### src/rtl/seg_digit_edit.sv
// Four-digit BCD editor with a multiplexed common-anode 7-segment driver.
// k0 bumps the selected digit (mod 10, no carry); k1 moves the selection.
module seg_digit_edit #(
  parameter int SCAN_DIV = 50000
) (
  input  logic        clk,
  input  logic        rst_n,
  input  logic        k0,
  input  logic        k1,
  output logic [15:0] digits,
  output logic [1:0]  sel,
  output logic [3:0]  an,
  output logic [7:0]  seg
);

  localparam logic [19:0] CNT_MAX = 20'(SCAN_DIV - 1);

  logic [19:0] scan_cnt;
  logic [1:0]  scan_idx;
  logic [3:0]  cur_digit;
  logic [3:0]  edit_digit;

  function automatic logic [6:0] decode(input logic [3:0] d);
    logic [6:0] s;
    case (d)
      4'd0:    s = 7'h40;
      4'd1:    s = 7'h79;
      4'd2:    s = 7'h24;
      4'd3:    s = 7'h30;
      4'd4:    s = 7'h19;
      4'd5:    s = 7'h12;
      4'd6:    s = 7'h02;
      4'd7:    s = 7'h78;
      4'd8:    s = 7'h00;
      4'd9:    s = 7'h10;
      default: s = 7'h7F;
    endcase
    return s;
  endfunction

  always_comb begin
    cur_digit  = digits[{scan_idx, 2'b00} +: 4];
    edit_digit = digits[{sel, 2'b00} +: 4];
  end

  // Increment uses the pre-update sel, so k0+k1 together edit the old digit.
  always_ff @(posedge clk or negedge rst_n) begin
    if (!rst_n) begin
      digits <= 16'h0000;
      sel    <= 2'd0;
    end else begin
      if (k0) begin
        digits[{sel, 2'b00} +: 4] <= (edit_digit >= 4'd9) ? 4'd0 : edit_digit + 4'd1;
      end
      if (k1) begin
        sel <= sel + 2'd1;
      end
    end
  end

  always_ff @(posedge clk or negedge rst_n) begin
    if (!rst_n) begin
      scan_cnt <= 20'd0;
      scan_idx <= 2'd0;
    end else if (scan_cnt >= CNT_MAX) begin
      scan_cnt <= 20'd0;
      scan_idx <= scan_idx + 2'd1;
    end else begin
      scan_cnt <= scan_cnt + 20'd1;
    end
  end

  // Decimal point lights on the digit currently under edit.
  always_ff @(posedge clk or negedge rst_n) begin
    if (!rst_n) begin
      an  <= 4'b1111;
      seg <= 8'hFF;
    end else begin
      an  <= ~(4'b0001 << scan_idx);
      seg <= {(scan_idx != sel), decode(cur_digit)};
    end
  end

endmodule

### config.mk
export PLATFORM = sky130hd
export DESIGN_NAME = seg_digit_edit
export DESIGN_NICKNAME = d
export VERILOG_FILES = /design/src/rtl/seg_digit_edit.sv
export SDC_FILE = /design/constraint.sdc
export NUM_CORES = 1
export LEC_CHECK = 0
export BUFFER_PORTS_ARGS = -buffer_cell sky130_fd_sc_hd__buf_4
export CAP_MARGIN = 10
export CORE_MARGIN = 1
export CORE_UTILIZATION = 55
export CTS_CLUSTER_SIZE = 30
export DETAILED_ROUTE_END_ITERATION = 8
export PLACE_DENSITY = 0.76
export SLEW_MARGIN = 10
export SYNTH_ARGS = -nofsm -noshare
export SYNTH_HDL_FRONTEND = slang
export SYNTH_SLANG_ARGS = --single-unit
### constraint.sdc
create_clock -name clk -period 2.5 [get_ports clk]
set_input_delay 0.25 -clock clk [delete_from_list [all_inputs] [get_ports clk]]
set_output_delay 0.25 -clock clk [all_outputs]
set_load 0.02 [all_outputs]
==> reports/metrics.yaml <==
finalHoldViolCount: 0
async_reset_ff_frac: 1.00
ios: 34
synth-seq-cells: 52
min_path_type: "in2reg"
h-tree-depth: 2
yosysMostFrequentCell: "dfrtp_1"
cpMaxStageDelayCell: "mux4_2"
synth_cell_types: 41
clk_pin_slew_ns: 0.09
timing.fmax_mhz: 457
crit_path_start_kind: "register"
crit_chain: "mux4_2 -> ha_1 -> nand2b_1 -> o21ai_0 -> nand2_1 -> o21ai_0"
num_antenna_cells: 0
avgSynthCellArea_um2: 11.2
synthTopCellsByCount: "40 x dfrtp_1, 25 x nor2_1, 21 x nand2_1, 18 x ha_1, 18 x inv_1"
rsz0062_at_grt: "false"
power_mw: 2.92
highest_layer: "met4"
stdcell_count: 351
irDropWorstVdd_uv: 692
powerDensity_nw_per_um2: 927
drtIter0Drc: 110
tightest_slew_ns: 0.615
place.gp.congestion: 0.881
die_w_um: 71.9
leakage_nw: 1.36
num_vias: 1880
period_share: 0.875
max_slew_margin: 0.590
clock-sinks: 52
timing.hold.ws_ns: 0.135
routed_via_density: 5.36
clkLatencyLatePin_ns: 0.30
rows: 25
fin_worst_skew_ns: 0.00575
crit_path_end_kind: "register"
crit_top_cell: "o21ai_0"
grt_pass1_vias: 1757
critPathMaxFanout: 6
cts_buffers: 5
cts_setup_buffers: 0
maxCapViolations: 0
dpl.hpwl_mm: 3.68
dp.cells: 342
slowest_delay_ns: 0.60
status: "completed"
yosys.area.top_type: "dfrtp_1"
critPathKind: "reg2reg"
wire_per_inst_um: 14.0
initial_core_util: 0.570
synth_edf_count: 0
arrival_ns: 2.40
met2_length_mm: 2.26
synth_sequential_area_ratio: 0.489
grt_pass1_wl_mm: 8.30
wl_mm: 4.90
syn_inst: 241
min_period_ns: 2.19
grtUsageTotal: 0.210
drt_first_pass_iters: 4
tns_ns: 0
met1Wirelength_mm: 2.35
wl_met3_um: 244
drv_slew: 0
critPathRequiredTime_ns: 2.71
cts_buffer_depth: 2
fp.dieArea_um2: 5170
antenna_found_initial: 0
synth_area_leaders: "dfrtp_1 37%, dfstp_2 12%, ha_1 8.4%"
pre_cts_ws_ns: 0.346
fin_ws_ns: 0.312
ys.warnings.count: 0
fin_nets: 305
die-height_um: 71.9
drcViolationCount: 0
cts_tree: "yes"
synth_top_area_share: 0.372
grt_max_degree: 53
setup_violations: 0
overflow: 0
portBuffers: 33
synth_flop_cell: "dfrtp_1"
drtAntennaViolNets: 0
core-area_um2: 4720
syn2layout_area_growth_pct: 17.2
netlist_area_um2: 2690
cts_root_buf: "clkbuf_8"
drive_gt1_frac: 0.250
## cell families after synthesis
group	share of synthesized area
AOI/OAI and AO/OA	0.102
xor gates and xnor gates	0.0488
and+or+nand+nor	0.164
adders and majority gates	0.0837
buffers and inverters	0.0381
DFF	0.489
muxes	0.0726
other	0.00139
## what timing repair did
item | in CTS | in global routing
endpoints found under the hold margin | 40 | 0
hold buffers | 1 | 0
resized for setup | 0 | 0
## path summary, 6_finish.rpt
kind | slack [ns] | start | endpoint | cells after the start
max in group asynchronous | 1.58 | rst_n | digits[11] | 2
min in group asynchronous | 0.51 | rst_n | scan_cnt[11] | 2
setup reg to reg | 0.31 | sel[0] | digits[5] | 6
hold reg to reg | 0.50 | scan_cnt[0] | scan_cnt[0] | 1
setup / recovery | 0.31 | sel[0] | digits[5] | 6
hold / removal | 0.13 | k1 | sel[0] | 2
## sequential cells by signal, indices dropped and copies added (netlist names)
signal	count
scan_idx	2
an	4
scan_cnt	20
seg	8
digits	16
sel	2
## through the flow
step           instance area (µm²)   util
6_report                      3150  0.667
5_1_grt                       3150  0.667
4_1_cts                       3150  0.667
3_5_place_dp                  3020  0.639
3_3_place_gp                  3020  0.639
2_1_floorplan                 2700      -
## metal layers
layer / vias up / GRT usage
met3: 4 / 0.0431
met2: 58 / 0.314
li1: 919 / -
met4: 0 / 0.0654
met1: 899 / 0.310
met5: - / 0
## cell usage in the layout (no fill, tap or decap), drive strengths merged, types with 5 or more instances in the layout
cell type	synthesis	routed
clkbuf	1	6
xnor2	12	12
ha	18	18
o21ai	12	12
nand2b	6	6
dfrtp	40	40
nor2	25	25
dfstp	12	12
buf	4	36
nand2	22	22
a22o	8	8
mux4	8	8
inv	18	18
nand3	5	5
a21oi	10	10
## report_power, final
part | switching, mW | leakage, nW | internal, mW | total [mW]
Sequential | 0.161 | 0.664 | 1.03 | 1.19
Clock | 0.264 | 0.0614 | 0.327 | 0.591
Combinational | 0.627 | 0.640 | 0.514 | 1.14
## layout make-up
type,count,area [µm²]
Clock inverter,2,38.8
Fill cell,372,1570
Sequential cell,52,1320
Tap cell,67,83.8
Clock buffer,6,82.6
Multi-Input combinational cell,169,1280
Inverter,18,67.6
Timing Repair Buffer,37,280
## worst max-delay path: cells and delay by family (launching register included)
| family | cells | cell delay [ns] |
|---|---|---|
| AOI/OAI and AO/OA | 2 | 0.45 |
| DFF | 1 | 0.53 |
| adders and majority gates | 1 | 0.20 |
| muxes | 1 | 0.60 |
| and+or+nand+nor | 2 | 0.33 |
No activity file was read; power rests on OpenSTA's default activity.
